[config.mk]
export PLATFORM = sky130hd
export DESIGN_NAME = multicycle_ctrl
export DESIGN_NICKNAME = d
export VERILOG_FILES = /design/src/rtl/multicycle_ctrl_pkg.sv /design/src/rtl/multicycle_ctrl_out_decode.sv /design/src/rtl/multicycle_ctrl.sv
export SDC_FILE = /design/constraint.sdc
export NUM_CORES = 1
export LEC_CHECK = 0
export BUFFER_PORTS_ARGS = -buffer_cell sky130_fd_sc_hd__clkbuf_2
export CELL_PAD_IN_SITES_DETAIL_PLACEMENT = 0
export CELL_PAD_IN_SITES_GLOBAL_PLACEMENT = 1
export CORE_ASPECT_RATIO = 0.7
export CORE_MARGIN = 10
export CORE_UTILIZATION = 42
export CTS_CLUSTER_SIZE = 25
export DETAILED_ROUTE_END_ITERATION = 10
export PLACE_DENSITY_LB_ADDON = 0.12
export SLEW_MARGIN = 20
export SYNTH_ARGS = -nofsm -noshare
export SYNTH_HDL_FRONTEND = slang
export SYNTH_HIERARCHICAL = 1
export SYNTH_SLANG_ARGS = --single-unit
export TNS_END_PERCENT = 30
[constraint.sdc]
create_clock -name clk -period 5.8 [get_ports clk]
set_clock_uncertainty 0.1 [all_clocks]
set_input_delay 0.87 -clock clk [delete_from_list [all_inputs] [get_ports clk]]
set_output_delay 0.87 -clock clk [all_outputs]
set_load 0.01 [all_outputs]
[src/rtl/multicycle_ctrl_pkg.sv]
// ---------------------------------------------------------------------------
// multicycle_ctrl_pkg
// Purpose : shared constants and types for the multicycle MIPS sequencer.
//           Holds the state encoding, the supported opcodes, the datapath
//           select encodings and the packed control word passed from the
//           output decoder to the top level.
// Ports   : none (package).
// ---------------------------------------------------------------------------
package multicycle_ctrl_pkg;

    // Sequencer states; the numeric codes are visible on state_o for debug.
    typedef enum logic [3:0] {
        ST_IDLE    = 4'd0,
        ST_FETCH   = 4'd1,
        ST_DECODE  = 4'd2,
        ST_MEMADR  = 4'd3,
        ST_MEMRD   = 4'd4,
        ST_MEMWB   = 4'd5,
        ST_MEMWR   = 4'd6,
        ST_EXEC    = 4'd7,
        ST_ALUWB   = 4'd8,
        ST_BRANCH  = 4'd9,
        ST_IMMEXEC = 4'd10,
        ST_IMMWB   = 4'd11,
        ST_JUMP    = 4'd12
    } state_e;

    // Supported opcodes (Instr[31:26]).
    localparam logic [5:0] OP_RTYPE = 6'b000000;
    localparam logic [5:0] OP_LW    = 6'b100011;
    localparam logic [5:0] OP_SW    = 6'b101011;
    localparam logic [5:0] OP_BEQ   = 6'b000100;
    localparam logic [5:0] OP_ADDI  = 6'b001000;
    localparam logic [5:0] OP_ORI   = 6'b001101;
    localparam logic [5:0] OP_J     = 6'b000010;

    // ALU operation requested from the ALU decoder.
    localparam logic [1:0] ALUOP_ADD   = 2'b00;
    localparam logic [1:0] ALUOP_SUB   = 2'b01;
    localparam logic [1:0] ALUOP_FUNCT = 2'b10;
    localparam logic [1:0] ALUOP_OR    = 2'b11;

    // PC source mux.
    localparam logic [1:0] PCSRC_ALU    = 2'b00;
    localparam logic [1:0] PCSRC_ALUOUT = 2'b01;
    localparam logic [1:0] PCSRC_JUMP   = 2'b10;

    // ALU B operand mux.
    localparam logic [1:0] SRCB_RD2     = 2'b00;
    localparam logic [1:0] SRCB_FOUR    = 2'b01;
    localparam logic [1:0] SRCB_IMM     = 2'b10;
    localparam logic [1:0] SRCB_IMM_SH2 = 2'b11;

    // Immediate extension mode.
    localparam logic [1:0] SEXT_SIGN = 2'b00;
    localparam logic [1:0] SEXT_ZERO = 2'b01;

    // Width of the memory stall counter.
    localparam int WAIT_CNT_W = 8;

    // All datapath selects and enables produced for one cycle.
    typedef struct packed {
        logic       mem_req;
        logic       mem_we;
        logic       iord;
        logic       ir_write;
        logic       pc_write;
        logic       branch;
        logic [1:0] pc_src;
        logic       alu_src_a;
        logic [1:0] alu_src_b;
        logic [1:0] alu_op;
        logic [1:0] sig_ext;
        logic       reg_dst;
        logic       mem_to_reg;
        logic       reg_write;
    } ctrl_word_t;

    // State entered after DECODE for a given opcode; FETCH means unsupported.
    function automatic state_e decode_target(input logic [5:0] op);
        state_e s;
        case (op)
            OP_LW, OP_SW:    s = ST_MEMADR;
            OP_RTYPE:        s = ST_EXEC;
            OP_BEQ:          s = ST_BRANCH;
            OP_ADDI, OP_ORI: s = ST_IMMEXEC;
            OP_J:            s = ST_JUMP;
            default:         s = ST_FETCH;
        endcase
        return s;
    endfunction

endpackage

[src/rtl/multicycle_ctrl_out_decode.sv]
// ---------------------------------------------------------------------------
// mc_out_decode
// Purpose : combinational control-word decoder. Maps the current sequencer
//           state (plus opcode for the immediate ops and mem_ready for the
//           fetch-phase IR/PC loads) onto every datapath select and enable.
// Ports   : i_state     current sequencer state
//           i_opcode    registered instruction opcode
//           i_mem_ready memory completes the current access this cycle
//           o_ctrl      control word for this cycle
// ---------------------------------------------------------------------------
module mc_out_decode
    import multicycle_ctrl_pkg::*;
(
    input  state_e      i_state,
    input  logic [5:0]  i_opcode,
    input  logic        i_mem_ready,
    output ctrl_word_t  o_ctrl
);

    // Per-state control word; anything not set for a state stays 0.
    always_comb begin
        o_ctrl = '0;
        case (i_state)
            ST_FETCH: begin
                o_ctrl.mem_req   = 1'b1;
                o_ctrl.alu_src_b = SRCB_FOUR;
                o_ctrl.alu_op    = ALUOP_ADD;
                o_ctrl.pc_src    = PCSRC_ALU;
                // IR and PC+4 are loaded only on the cycle the fetch lands.
                o_ctrl.ir_write  = i_mem_ready;
                o_ctrl.pc_write  = i_mem_ready;
            end
            ST_DECODE: begin
                o_ctrl.alu_src_b = SRCB_IMM_SH2;
                o_ctrl.alu_op    = ALUOP_ADD;
            end
            ST_MEMADR: begin
                o_ctrl.alu_src_a = 1'b1;
                o_ctrl.alu_src_b = SRCB_IMM;
            end
            ST_MEMRD: begin
                o_ctrl.mem_req = 1'b1;
                o_ctrl.iord    = 1'b1;
            end
            ST_MEMWB: begin
                o_ctrl.reg_write  = 1'b1;
                o_ctrl.mem_to_reg = 1'b1;
            end
            ST_MEMWR: begin
                o_ctrl.mem_req = 1'b1;
                o_ctrl.mem_we  = 1'b1;
                o_ctrl.iord    = 1'b1;
            end
            ST_EXEC: begin
                o_ctrl.alu_src_a = 1'b1;
                o_ctrl.alu_src_b = SRCB_RD2;
                o_ctrl.alu_op    = ALUOP_FUNCT;
            end
            ST_ALUWB: begin
                o_ctrl.reg_write = 1'b1;
                o_ctrl.reg_dst   = 1'b1;
            end
            ST_BRANCH: begin
                o_ctrl.alu_src_a = 1'b1;
                o_ctrl.alu_src_b = SRCB_RD2;
                o_ctrl.alu_op    = ALUOP_SUB;
                o_ctrl.pc_src    = PCSRC_ALUOUT;
                o_ctrl.branch    = 1'b1;
            end
            ST_IMMEXEC, ST_IMMWB: begin
                // ALU op and extension are held into writeback so the ALU
                // result stays stable while the register file captures it.
                if (i_state == ST_IMMEXEC) begin
                    o_ctrl.alu_src_a = 1'b1;
                    o_ctrl.alu_src_b = SRCB_IMM;
                end else begin
                    o_ctrl.reg_write = 1'b1;
                end
                if (i_opcode == OP_ORI) begin
                    o_ctrl.alu_op  = ALUOP_OR;
                    o_ctrl.sig_ext = SEXT_ZERO;
                end else begin
                    o_ctrl.alu_op  = ALUOP_ADD;
                    o_ctrl.sig_ext = SEXT_SIGN;
                end
            end
            ST_JUMP: begin
                o_ctrl.pc_write = 1'b1;
                o_ctrl.pc_src   = PCSRC_JUMP;
            end
            default: o_ctrl = '0;
        endcase
    end

endmodule

[src/rtl/multicycle_ctrl.sv]
// ---------------------------------------------------------------------------
// multicycle_ctrl
// Purpose : sequencing FSM for the multicycle MIPS datapath. Steps through
//           fetch / decode / address / execute / writeback phases, stalls on
//           the memory ready handshake and aborts an access that stalls too
//           long.
// Ports   : clk, rstn          clock (rising edge), async active-low reset
//           opcode             Instr[31:26] from the instruction register
//           mem_ready          memory completes current access this cycle
//           mem_req, mem_we,
//           iord               memory request, write strobe, address select
//           ir_write, pc_write,
//           branch, pc_src     IR / PC load controls
//           alu_src_a/b, alu_op,
//           sig_ext            ALU operand / operation selects
//           reg_dst, mem_to_reg,
//           reg_write          register file writeback controls
//           illegal_op         one-cycle pulse after decoding an unsupported op
//           mem_timeout        sticky: a memory access was aborted
//           state_o            current state code, debug
// ---------------------------------------------------------------------------
module multicycle_ctrl
    import multicycle_ctrl_pkg::*;
#(
    parameter int unsigned WAIT_MAX = 15
)(
    input  logic       clk,
    input  logic       rstn,
    input  logic [5:0] opcode,
    input  logic       mem_ready,
    output logic       mem_req,
    output logic       mem_we,
    output logic       iord,
    output logic       ir_write,
    output logic       pc_write,
    output logic       branch,
    output logic [1:0] pc_src,
    output logic       alu_src_a,
    output logic [1:0] alu_src_b,
    output logic [1:0] alu_op,
    output logic [1:0] sig_ext,
    output logic       reg_dst,
    output logic       mem_to_reg,
    output logic       reg_write,
    output logic       illegal_op,
    output logic       mem_timeout,
    output logic [3:0] state_o
);

    localparam logic [WAIT_CNT_W-1:0] WAIT_LIMIT = WAIT_CNT_W'(WAIT_MAX);

    state_e                r_state;
    state_e                w_next_state;
    logic [WAIT_CNT_W-1:0] r_wait;
    logic                  r_illegal_op;
    logic                  r_mem_timeout;
    logic                  w_stall;
    logic                  w_timeout;
    logic                  w_illegal;
    ctrl_word_t            w_ctrl;

    mc_out_decode u_out_decode (
        .i_state     (r_state),
        .i_opcode    (opcode),
        .i_mem_ready (mem_ready),
        .o_ctrl      (w_ctrl)
    );

    // WAIT_LIMIT stall cycles are tolerated; the next cycle that is still
    // not ready aborts the access. A ready on that cycle still completes.
    assign w_stall   = w_ctrl.mem_req & ~mem_ready;
    assign w_timeout = w_stall & (r_wait == WAIT_LIMIT);

    // Next-state selection; DECODE routing comes from the opcode table.
    always_comb begin
        w_next_state = ST_FETCH;
        w_illegal    = 1'b0;
        case (r_state)
            ST_IDLE:   w_next_state = ST_FETCH;
            ST_FETCH: begin
                if (mem_ready) begin
                    w_next_state = ST_DECODE;
                end else begin
                    w_next_state = ST_FETCH;
                end
            end
            ST_DECODE: begin
                w_next_state = decode_target(opcode);
                w_illegal    = (w_next_state == ST_FETCH);
            end
            ST_MEMADR: begin
                if (opcode == OP_LW) begin
                    w_next_state = ST_MEMRD;
                end else if (opcode == OP_SW) begin
                    w_next_state = ST_MEMWR;
                end else begin
                    w_next_state = ST_FETCH;
                end
            end
            ST_MEMRD: begin
                if (mem_ready) begin
                    w_next_state = ST_MEMWB;
                end else if (w_timeout) begin
                    w_next_state = ST_FETCH;
                end else begin
                    w_next_state = ST_MEMRD;
                end
            end
            ST_MEMWR: begin
                if (mem_ready || w_timeout) begin
                    w_next_state = ST_FETCH;
                end else begin
                    w_next_state = ST_MEMWR;
                end
            end
            ST_EXEC:    w_next_state = ST_ALUWB;
            ST_IMMEXEC: w_next_state = ST_IMMWB;
            ST_MEMWB, ST_ALUWB, ST_BRANCH, ST_IMMWB, ST_JUMP:
                        w_next_state = ST_FETCH;
            default:    w_next_state = ST_FETCH;
        endcase
    end

    // State register, stall counter and status flags.
    always_ff @(posedge clk or negedge rstn) begin
        if (!rstn) begin
            r_state       <= ST_IDLE;
            r_wait        <= '0;
            r_illegal_op  <= 1'b0;
            r_mem_timeout <= 1'b0;
        end else begin
            r_state      <= w_next_state;
            r_illegal_op <= w_illegal;
            if (w_timeout) begin
                r_mem_timeout <= 1'b1;
            end else begin
                r_mem_timeout <= r_mem_timeout;
            end
            // A timeout in FETCH keeps the state, so clear explicitly.
            if (w_timeout || (w_next_state != r_state)) begin
                r_wait <= '0;
            end else if (w_stall) begin
                r_wait <= r_wait + WAIT_CNT_W'(1);
            end else begin
                r_wait <= r_wait;
            end
        end
    end

    assign mem_req     = w_ctrl.mem_req;
    assign mem_we      = w_ctrl.mem_we;
    assign iord        = w_ctrl.iord;
    assign ir_write    = w_ctrl.ir_write;
    assign pc_write    = w_ctrl.pc_write;
    assign branch      = w_ctrl.branch;
    assign pc_src      = w_ctrl.pc_src;
    assign alu_src_a   = w_ctrl.alu_src_a;
    assign alu_src_b   = w_ctrl.alu_src_b;
    assign alu_op      = w_ctrl.alu_op;
    assign sig_ext     = w_ctrl.sig_ext;
    assign reg_dst     = w_ctrl.reg_dst;
    assign mem_to_reg  = w_ctrl.mem_to_reg;
    assign reg_write   = w_ctrl.reg_write;
    assign illegal_op  = r_illegal_op;
    assign mem_timeout = r_mem_timeout;
    assign state_o     = r_state;

endmodule

==> Yosys cells after proc, flatten, opt, wreduce, memory -nomap -nowiden <==
Cells that the tools add are included.
{ "totals": {"ff_bits": 14, "out_inout_bits": 24, "inputBits": 9} }
{ "classes": {"n_mux": 29, "add_sub_neg": 1, "n_eq_ne": 21, "bitwise": 3, "reduce_logical": 11} }
{ "op_table": {"columns": ["op", "count"], "rows": [
  ["4-bit case mux with 7 select lines", 1],
  ["4-bit == test (second input constant)", 5],
  ["4-bit case mux with 5 select lines", 1],
  ["3-bit two-way mux", 6],
  ["4-bit by 3-bit == test with 1-bit output (second input constant)", 4],
  ["8-bit two-way mux", 2],
  ["6-bit by 4-bit == test with 1-bit output (second input constant)", 2],
  ["6-bit == test (second input constant)", 2],
  ["2-bit OR reduction", 5],
  ["1-bit two-way mux", 9],
  ["8-bit by 1-bit adder with 8-bit output (second input constant)", 1],
  ["4-bit by 1-bit == test with 1-bit output (second input constant)", 2],
  ["4-bit by 2-bit == test with 1-bit output (second input constant)", 2],
  ["8-bit by 4-bit == test with 1-bit output (second input constant)", 1],
  ["4-bit two-way mux", 2],
  ["2-bit case mux with 4 select lines", 1],
  ["6-bit by 2-bit == test with 1-bit output (second input constant)", 1],
  ["6-bit by 3-bit == test with 1-bit output (second input constant)", 1],
  ["6-bit zero test", 1],
  ["1-bit case mux with 2 select lines", 3],
  ["2-bit case mux with 3 select lines", 1],
  ["3-bit OR reduction", 2],
  ["2-bit two-way mux", 2],
  ["4-bit inequality test", 1],
  ["5 further kinds", 7]
]} }

==> Depth between registers and ports, before layout <==
Gate-level depths: netlist (run 1).
{ "logic_depth": {"depth_word": 11, "mapped_depth": 9} }

==> Cells and area by module <==
The synthesis (run 1) kept the hierarchy.
{ "modules_own_cells": {"columns": ["mod", "seq_area_each_um2", "n_inst", "area_each_um2", "cells_each"], "rows": [
  ["multicycle_ctrl", 350.3, 1, 1009.7, 112],
  ["mc_out_decode", 0.0, 1, 264.0, 36]
]} }

==> Worst setup path after synthesis (run 1) <==
No wires, ideal clock.
{ "synth_timing": {"path_kind": "input -> output", "startpoint": "input port opcode[4]", "endpoint": "output port sig_ext[0]", "cell_stages": 3, "arrival_time_ns": 1.640, "slack_ns": 3.190, "cell_sequence": "nand4bb_1 -> or4_4 -> inv_1"} }
{ "synth_via": {"elab_chain_cells": 3} }
{ "synth_rtl": {"columns": ["item", "line_no", "rtl"], "rows": [
  ["start: declaration", "multicycle_ctrl.sv:29", "input logic [5:0] opcode,"],
  ["6-bit by 4-bit == test with 1-bit output", "multicycle_ctrl_out_decode.sv:79", "if (i_opcode == OP_ORI) begin"],
  ["4-bit two-way mux", "multicycle_ctrl_out_decode.sv:79", null],
  ["2-bit two-way mux", "multicycle_ctrl_out_decode.sv:23", "case (i_state)"],
  ["end: declaration", "multicycle_ctrl.sv:41", "output logic [1:0] sig_ext,"]
]} }
Every way passes these cells.

==> Final worst setup path (run 1) <==
{ "layout_timing": {"startpoint": "input port opcode[4]", "endpoint": "output port alu_op[1]"} }
{ "layout_via": {"elab_chain_cells": 3} }
{ "layout_rtl": {"columns": ["item", "line_no", "rtl"], "rows": [
  ["6-bit by 4-bit == test with 1-bit output", "multicycle_ctrl_out_decode.sv:79", null],
  ["4-bit two-way mux", "multicycle_ctrl_out_decode.sv:79", null],
  ["2-bit case mux with 3 select lines", "multicycle_ctrl_out_decode.sv:23", null],
  ["end: declaration", "multicycle_ctrl.sv:40", "output logic [1:0] alu_op,"]
]} }
Every way passes these cells.

==> results.md, run 1 <==
* RSZ-0062 raised after global routing: no
* Combinational share of power at between 40% and 50%
* Clk pwr share at a little under a fifth
* Remaining DRCs at 0
* Int Power at 0.000240 W
* Crit start category: primary input
* Final Cell Area at between 0.001 and 0.0015 sq mm
* CP required at a little under 5 ns
* Worst-Margin Slew at 0.652 ns
* CTS buffer count at 3
* Nets at 179
* Post-synth cell types at between 50 and 60
* Area leader, netlist: dfrtp_1
* Number of synthesized flops with an enable pin at 0
* Initial Utilization at 44.8%
* Crit path DAT at between 1.5 and 2 ns
* CTS H-tree lvls at 1
* Crit Path Class: in2out
* WL final at 3190 um
* Post-synthesis cell area at 0.00127 sq mm
* Initial antenna violation count at 0
* Ys async rst share at 100%
* Clock Latency Late Sink at roughly 0.24 ns
* Clock-pin slew on the worst setup and hold paths at 0.05 ns
* Endpoints failing setup at 0
* Most common cell in the netlist: dfrtp_1
* Top-Level Pins at 33
* Slew Viols, Final at 0
* Die area at between 0.005 and 0.006 sq mm
* GRT Util Overall at 11.0%
* CP endpoint kind: output port
* Clk sinks at 14
* Hpwl dp at between 2000 and 2500 um
* Syn-to-layout area delta at 12.0%
* Pin count of the biggest net entering global routing at 21
* Pwr Density at between 300 and 400 mW/mm^2
* Post-cts sizing count at 0
* Hold-fix buffers, CTS at 0
* Yosys reg bits at 14
* Slew Limit Headroom at a little under three fifths
* Net Count, Synth at approximately 160
* R2R setup slack at about 2.9 ns
* Clock Tree Root: clkbuf_8
* Total iterations of the first detailed-routing run at 4
* Total grt overflow at 0
* Max Root-Sink Buffers at 2
* Worst-path fanout max at 10
* Die X at 85.8 um
* Synth top cells by count: 14 x dfrtp_1, 11 x nor4_1, 8 x nand2_1, 8 x nor2_1, 8 x xnor2_1
* Top cell type's share of synthesized area at roughly 28%
* Core Rows at 16
* PortBufs at 31
* Share of cells above drive strength 1 at ~29%
* Net switching power at 0.000189 W
* Syn_area_per_cell at roughly 8.6 sq um
* Hold WC Path Type: reg2reg
* Final ANT Viol Nets at 0
* Sequential element share of the synthesized area at between 20 and 30%
* Fmax at between 300 and 400 MHz
* Synthesized instance count at about 150
* Synth warn at 6
* Run status: finished clean
* Footprint of the multi-input gates at 812 sq um
* Final worst path period share at between 50% and 60%
* Worst hold slack at approximately 0.37 ns
* TNS Setup at 0 ns
* First-pass GRT wire length at 5240 um
* Die height at approximately 66 um
* Ys flop type: dfrtp_1
* Placer Congestion at 0.856
* Post-layout util at 50.2%
* Core footprint at roughly 0.0028 sq mm
* Peak supply drop at 0.230 mV
* Register area at approximately 350 sq um
* 1st-iter DRT viols at a little over 90
* DR WL/cell at approximately 16 um
* Filler cells at roughly 290
* Register share of total power at 34.7%
* Final hold vios at 0
* Vias per cell at 5.72
* Switching Fraction at around 44%
* Placed instance area at 0.00139 sq mm
* Ant diodes at 0
* Post-CTS Setup Bufs at 0
* Vias in the first global route at between 1000 and 1500
* Maxcap violations at 0
* Main area contributors after synthesis: dfrtp_1 28%, xnor2_1 5.5%, nor4_1 5.4%, nor3_1 2.8%, nand2b_1 2.5%
* Static Leak at 0.631 nW
* CTS tree: yes
* Via count at roughly 1200
* Minimum clock period at slightly below 3 ns
[power groups by stage]
stage               Combinational, W  Clock [W]  Sequential (W)
finish                      0.000202  0.0000785        0.000149
global route                0.000224  0.0000861        0.000154
CTS                         0.000203  0.0000809        0.000149
detailed placement          0.000202          0        0.000151
global placement            0.000201          0        0.000149
floorplan                   0.000170          0        0.000125
[critical path: stages]
cell	delay (ns)
clkbuf_2	0.15
nand4bb_1	0.22
or4_4	0.54
o21ai_2	0.07
clkbuf_2	0.14
[area by class of cell]
type | instances | area share [%]
Clock buffer | 3 | 2.89
Inverter | 6 | 1.58
Multi-Input combinational cell | 113 | 56.9
Sequential cell | 14 | 24.6
Tap cell | 36 | 3.16
Timing Repair Buffer | 31 | 10.9
[cells in the final DEF (no fill, tap or decap), types with 3 or more instances in the layout]
| cell type | netlist | routed |
|---|---|---|
| clkbuf_2 | 0 | 31 |
| dfrtp_1 | 14 | 14 |
| nor4_1 | 11 | 11 |
| xnor2_1 | 8 | 8 |
| nand2_1 | 8 | 8 |
| nor2_1 | 8 | 8 |
| nor3_1 | 7 | 7 |
| inv_1 | 5 | 5 |
| nand2b_1 | 5 | 5 |
| nand3b_1 | 3 | 3 |
| or4_1 | 3 | 3 |
| or2_2 | 3 | 3 |
| a21oi_1 | 3 | 3 |
| o41ai_1 | 3 | 3 |
| clkbuf_8 | 0 | 3 |
[flip-flops by register name, summed over array words and instances (netlist names)]
| signal | cells |
|---|---|
| illegal_op | 1 |
| mem_timeout | 1 |
| r_wait | 8 |
| state_o | 4 |
[kinds of logic after synthesis]
family                     after synthesis  synth area share [%]
AOI/OAI and AO/OA                       31                  19.0
xor gates and xnor gates                10                  6.88
adders and majority gates                1                 0.982
buffers and inverters                   21                  8.74
DFF                                     14                  27.5
muxes                                    3                  2.46
other                                    1                 0.294
and+or+nand+nor                         67                  34.2
[metrics by stage]
step,worst slack (ns),std cells,total power [W]
global route,2.52,203,0.000465
global placement,2.86,200,0.000350
CTS,2.83,203,0.000433
detailed placement,2.85,200,0.000353
finish,2.85,203,0.000429
floorplan,3.19,148,0.000295
[routing by layer]
layer	vias to the layer above	part of all wire [%]	track usage [%]	wire, um
li1	590	-	-	-
met1	537	50	15.3	1590
met2	34	42	15.3	1330
met3	0	8.6	4.93	274
met4	0	0	1.43	0
met5	-	0	0	0
[final timing paths]
| kind | from | to | cells past startpoint |
|---|---|---|---|
| min in group asynchronous | rstn | r_wait[1] | 1 |
| max in group asynchronous | rstn | r_wait[7] | 1 |
| worst min register to register | mem_timeout | mem_timeout | 1 |
| worst min-delay path | mem_timeout | mem_timeout | 1 |
| worst max register to register | state_o[0] | r_wait[6] | 8 |
| worst max-delay path | opcode[4] | alu_op[1] | 5 |
Note: power is estimated with default switching activity, not from simulation.
==> inputs of run 2 (changes only) <==
ABC_AREA = 1   (was unset)
CORE_UTILIZATION = 32   (was 42)
clock period = 2.5 ns   (was 5.8 ns; I/O delays follow)
==> run 2 against run 1 <==
Against the previous run: wire length grew 6.0%; combinational power grew to 2.9 times the previous value; design area grew 6.9%; via count grew 12%; critical path depth grew 9; sequential power grew 93%; clock power grew 140%; final cell count grew 39%; synthesized area shrank 2.9%; largest power group unchanged.
==> results.md, run 2 <==
* Run status: finished clean
* Critical Path Stages at 14
* Synth Area in Adders at a little over 1%
* Register share of total power at a little over a quarter
* Hpwl dp at 2900 um
* Number of synthesized flops with an enable pin at 0
* CTS tree: yes
* Most common cell in the netlist: nand2_1
* Ant diodes at 0
* Register area at about 350 sq um
* Core Rows at 18
* Hold WC Path Type: reg2reg
* Maxcap violations at 0
* CTS buffer count at 3
* Clock Latency Late Sink at ~0.24 ns
* Sequential element share of the synthesized area at about 28%
* Final ANT Viol Nets at 0
* Vias in the first global route at between 1000 and 1500
* Clock-pin slew on the worst setup and hold paths at around 0.060 ns
* Static Leak at 0.881 nW
* Max FFs per register at 8
* Mux share of post-synthesis cell area at 0.810%
* Footprint of the multi-input gates at approximately 730 sq um
* Reg2reg start: state_o[3]
* Vias per cell at about 4.6
* Ys flop type: dfrtp_1
* Clk pwr share at between 15 and 20%
* Critical Path, Cell by Cell: nor2_2, inv_2, o21ai_2, nand2_2, nor2_4, nand2_4, nand2_1, nor2_1, nor2_1, nand3_1, nand2_1, nor2_1, nand2_2, nor2_1
* Final worst path period share at 88.3%
* GRT Util Overall at between 9 and 10%
* Worst-Margin Slew at between 0.4 and 0.5 ns
* Post-synth cell types at 27
* TNS Setup at 0 ns
* Post-CTS Setup Bufs at 0
* Placer Congestion at 0.910
* Worst Setup SP: state_o[3]
* Crit path DAT at 2.23 ns
* RSZ-0062 raised after global routing: no
* Largest delay contributor family on the critical path: simple AND/OR/NAND/NOR gates
* Syn_area_per_cell at 6.34 sq um
* Synthesized instance count at roughly 200
* Die X at 94.3 um
* Total grt overflow at 0
* Post-layout util at about 42%
* Via count at 1300
* Crit path to: r_wait[2]
* Pin count of the biggest net entering global routing at 15
* Buf/Inv on CP at 1
* Clk sinks at 14
* Clock Tree Root: clkbuf_8
* Die height at 72 um
* Ys async rst share at 100%
* Crit path top cell by count: nor2_1
* Share of cells above drive strength 1 at between 20% and 30%
* Biggest register: r_wait
* WL final at around 3400 um
* Most frequent cells in the layout: 42 x nand2_1, 35 x nor2_1, 31 x clkbuf_2, 30 x inv_1, 19 x nand3_1
* Nets at 244
* Slowest cell on crit path: dfrtp_1
* Fmax at 453 MHz
* Peak supply drop at 0.280 mV
* Main area contributors after synthesis: dfrtp_1 28%, nand2_1 13%, nor2_1 11%, inv_1 9.1%, nand3_1 7.7%
* R2R setup slack at 0.29 ns
* CTS H-tree lvls at 1
* Compound-Gate Fraction of Synth Area at ~3.8%
* Main combinational cell family by area after synthesis: simple AND/OR/NAND/NOR gates
* Total iterations of the first detailed-routing run at 4
* Crit Path Class: reg2reg
* Top cell type's share of synthesized area at 28.3%
* Pwr Density at between 600 and 700 mW/mm^2
* R2R depth at 14
* Initial antenna violation count at 0
* Crit start category: register
* Area leader, netlist: dfrtp_1
* Endpoints failing setup at 0
* Net switching power at just over 0.0005 W
* Synth top cells by count: 42 x nand2_1, 35 x nor2_1, 30 x inv_1
* Synth Area in XOR/XNOR at 4.96%
* CP required at 2.52 ns
* Top-Level Pins at 33
* PortBufs at 31
* First-pass GRT wire length at around 5400 um
* Post-synthesis cell area at between 0.001 and 0.0015 sq mm
* Final hold vios at 0
* Max Root-Sink Buffers at 2
* Die area at ~0.0068 sq mm
* DR WL/cell at between 10 and 15 um
* Int Power at around 0.00056 W
* Post-Synth Simple-Gate Area at 48.0%
* Net Count, Synth at about 210
* Filler cells at ~400
* Yosys reg bits at 14
* Most common cell after layout, fill and taps aside: nand2_1
* Syn-to-layout area delta at 23.4%
* 1st-iter DRT viols at 44
* Combinational share of power at between 50% and 60%
* CP endpoint kind: register
* Slowest stage delay, CP at approximately 0.47 ns
* Slew Limit Headroom at between 60% and 70%
* Worst-path fanout max at 8
* Worst reg2reg endpoint: r_wait[2]
* Remaining DRCs at 0
* Switching Fraction at a little under half
* Initial Utilization at 34.1%
* Slew Viols, Final at 0
* Minimum clock period at about 2.2 ns
* Core footprint at between 0.003 and 0.004 sq mm
* Synth warn at 6
run 2: area by class of cell:
cell class | instances | area share [%]
Multi-Input combinational cell | 141 | 48.0
Sequential cell | 14 | 23.1
Timing Repair Buffer | 36 | 12.8
Inverter | 38 | 9.35
Tap cell | 50 | 4.10
Clock buffer | 3 | 2.71
run 2: timing repair:
action / in CTS / in global routing
setup endpoints to repair: 0 / 8
resized for setup: 0 / 2
hold buffers: 1 / 0
hold endpoints to repair: 14 / 0
run 2: layer usage:
| metal | vias up | share of wire [%] | global-route usage [%] | routed length (um) |
|---|---|---|---|---|
| met5 | - | 0 | 0 | 0 |
| met4 | 0 | 0.30 | 0.504 | 10 |
| met3 | 2 | 9.3 | 3.60 | 315 |
| met2 | 42 | 38 | 13.3 | 1290 |
| met1 | 585 | 52 | 14.3 | 1770 |
| li1 | 671 | - | - | - |
run 2: cell families (layout without fill, tap and decap cells):
logic type / Yosys count / count (layout)
compound gates: 8 / 8
buf+inv: 40 / 77
flops: 14 / 14
mux: 1 / 1
fa+ha+maj: 1 / 1
simple gates: 123 / 123
other cells: 1 / 1
xor+xnor: 7 / 7
run 2: power groups by stage:
stage	clock [W]	combinational (W)	sequential (W)
5_1_grt	0.000199	0.000671	0.000291
3_5_place_dp	0	0.000589	0.000289
6_report	0.000185	0.000595	0.000287
3_3_place_gp	0	0.000590	0.000289
4_1_cts	0.000190	0.000591	0.000286
2_1_floorplan	0	0.000368	0.000312
run 2: worst min-delay path: cells and delay by family (launching register included):
family        cells  cell delay, ns
flops             1            0.35
simple gates      1            0.05
buf+inv           1            0.04
run 2: metrics by stage:
step | total power, W | instances | hold WS, ns | cell area, sq um | worst slack [ns]
CTS | 0.00107 | 282 | 0.374 | 1520 | 0.146
global placement | 0.000879 | 278 | 0.203 | 1470 | 0.244
floorplan | 0.000680 | 195 | -0.0206 | 1240 | 0.184
detailed placement | 0.000878 | 278 | 0.213 | 1470 | 0.162
global route | 0.00116 | 282 | 0.407 | 1530 | 0.0608
finish | 0.00107 | 282 | 0.370 | 1530 | 0.292
run 2: how the worst min path moves through the flow:
stage / from / to / depth (start not counted)
final: mem_timeout / mem_timeout / 2
after global routing: mem_timeout / mem_timeout / 2
after CTS: mem_timeout / mem_timeout / 2
after detailed placement: rstn / r_wait[2] / 1
after global placement: rstn / r_wait[3] / 1
after floorplan: rstn / illegal_op / 0
==> inputs of run 3 (changes only) <==
CORE_ASPECT_RATIO = unset   (was 0.7)
CORE_MARGIN = unset   (was 10)
SKIP_LAST_GASP = 1   (was unset)
==> run 3 against run 2 <==
Against the previous run: sequential share of layout area is 0.29 points lower; non-clock buffer count is 1 higher; maximum frequency is 2.4% higher; largest cell class unchanged; largest power group unchanged.
==> results.md, run 3 (synthesis gave the netlist of run 2 again) <==
* RSZ-0062 raised after global routing: no
* Die height at around 64 um
* Via count at around 1300
* Worst-path fanout max at 8
* DR WL/cell at 10.9 um
* Nets at approximately 250
* Hpwl dp at around 2500 um
* Final cell count without fillers at about 280
* Syn-to-layout area delta at 24.5%
* Die X at 64.2 um
* First-pass GRT wire length at just over 5000 um
* Die area at 0.00412 sq mm
* Slew Viols, Final at 0
* Clk sinks at 14
* Endpoints failing setup at 0
* CP endpoint kind: register
* WL final at about 3000 um
* GRT Util Overall at between 15 and 20%
* Remaining DRCs at 0
* Worst Setup SP: state_o[2]
* Peak supply drop at around 0.27 mV
* Crit start category: register
* Crit Path Class: reg2reg
* Placed insts at between 200 and 300
* Vias per cell at roughly 4.5
* Hold WC Path Type: reg2reg
* Final worst path period share at between 80% and 90%
* TNS Setup at 0 ns
* Max FFs per register at 8
* 1st-iter DRT viols at between 40 and 50
* Vias in the first global route at ~1100
* Run status: finished clean
* Total grt overflow at 0
* Biggest register: r_wait
* Clock Tree Root: clkbuf_8
* CTS buffer count at 3
* Reg2reg start: state_o[2]
* Pwr Density at 714 mW/mm^2
* Hold_sp: mem_timeout
* Core Rows at 22
* Minimum clock period at 2.16 ns
* PortBufs at 31
* Filler cells at a little over 400
* Most frequent cells in the layout: 42 x nand2_1, 35 x nor2_1, 31 x clkbuf_2, 30 x inv_1, 19 x nand3_1
* Initial Utilization at roughly a third
* Static Leak at between 0.8 and 0.9 nW
* Post-CTS Setup Bufs at 0
* CTS tree: yes
* Share of cells above drive strength 1 at about 29%
* Crit path DAT at between 2 and 2.5 ns
* CTS H-tree lvls at 1
* Pin count of the biggest net entering global routing at 15
* Core footprint at ~0.0037 sq mm
* Initial antenna violation count at 0
* Most common cell after layout, fill and taps aside: nand2_1
* Worst hold slack at ~0.38 ns
* R2R setup slack at roughly 0.34 ns
* Max Root-Sink Buffers at 2
* Maxcap violations at 0
* Clock Latency Late Sink at about 0.24 ns
* Ant diodes at 0
* Fmax at 464 MHz
* Clock-pin slew on the worst setup and hold paths at roughly 0.06 ns
* CP required at around 2.5 ns
* Final ANT Viol Nets at 0
* Final hold vios at 0
* Total iterations of the first detailed-routing run at 4
* Top-Level Pins at 33
* Placer Congestion at ~0.82
run 3: stage by stage:
step,setup slack [ns],instance area [sq um],power [W],util (%)
finish,0.343,1540,0.00110,41.7
global placement,0.375,1470,0.000875,40.0
CTS,0.327,1540,0.00111,41.7
global route,0.0587,1540,0.00119,41.7
detailed placement,0.338,1470,0.000878,40.0
floorplan,0.184,1240,0.000680,-
run 3: worst paths after layout:
path,endpoint,depth (start not counted)
hold reg to reg,mem_timeout,2
max in group asynchronous,r_wait[4],2
min in group asynchronous,mem_timeout,2
hold / removal,mem_timeout,2
setup reg to reg,r_wait[7],15
setup / recovery,r_wait[7],15
run 3: metal layers:
metal | part of all wire, % | global-route usage (%) | vias up | routed length [um]
met5 | 0 | 0 | - | 0
met2 | 43 | 24.6 | 33 | 1340
met3 | 3.7 | 3.21 | 2 | 114
li1 | - | - | 674 | -
met1 | 52 | 23.7 | 567 | 1610
met4 | 0.42 | 2.50 | 0 | 13
run 3: report_power, final:
group	internal, W	total (W)	switching [W]
Clock	0.000139	0.000227	0.0000871
Combinational	0.000206	0.000600	0.000394
Sequential	0.000251	0.000272	0.0000210
Total	0.000597	0.00110	0.000502
run 3: what timing repair did:
item | CTS | global route
resized for setup | 0 | 0
hold buffers | 1 | 0
hold endpoints to repair | 14 | 0
run 3: critical path, stage by stage (launching register included):
cell and delay, ns:
dfrtp_1 0.38, inv_2 0.07, nor2_2 0.13, inv_2 0.06
o21ai_1 0.23, nand2_2 0.16, nor2_4 0.18, nand2_4 0.08
nand2_1 0.09, nor2_1 0.05, nor2_1 0.11, nand3_1 0.09
nand2_1 0.07, nor2_1 0.05, nand2_2 0.14, nor2_1 0.06
run 3: area by class of cell:
cell class / count / area [sq um] / area share, %
multi-input combinational: 141 / 728 / 47.3
sequential: 14 / 350 / 22.8
timing repair buffer: 37 / 203 / 13.2
inverter: 38 / 143 / 9.27
tap: 48 / 60.1 / 3.90
clock buffer: 4 / 55.1 / 3.58
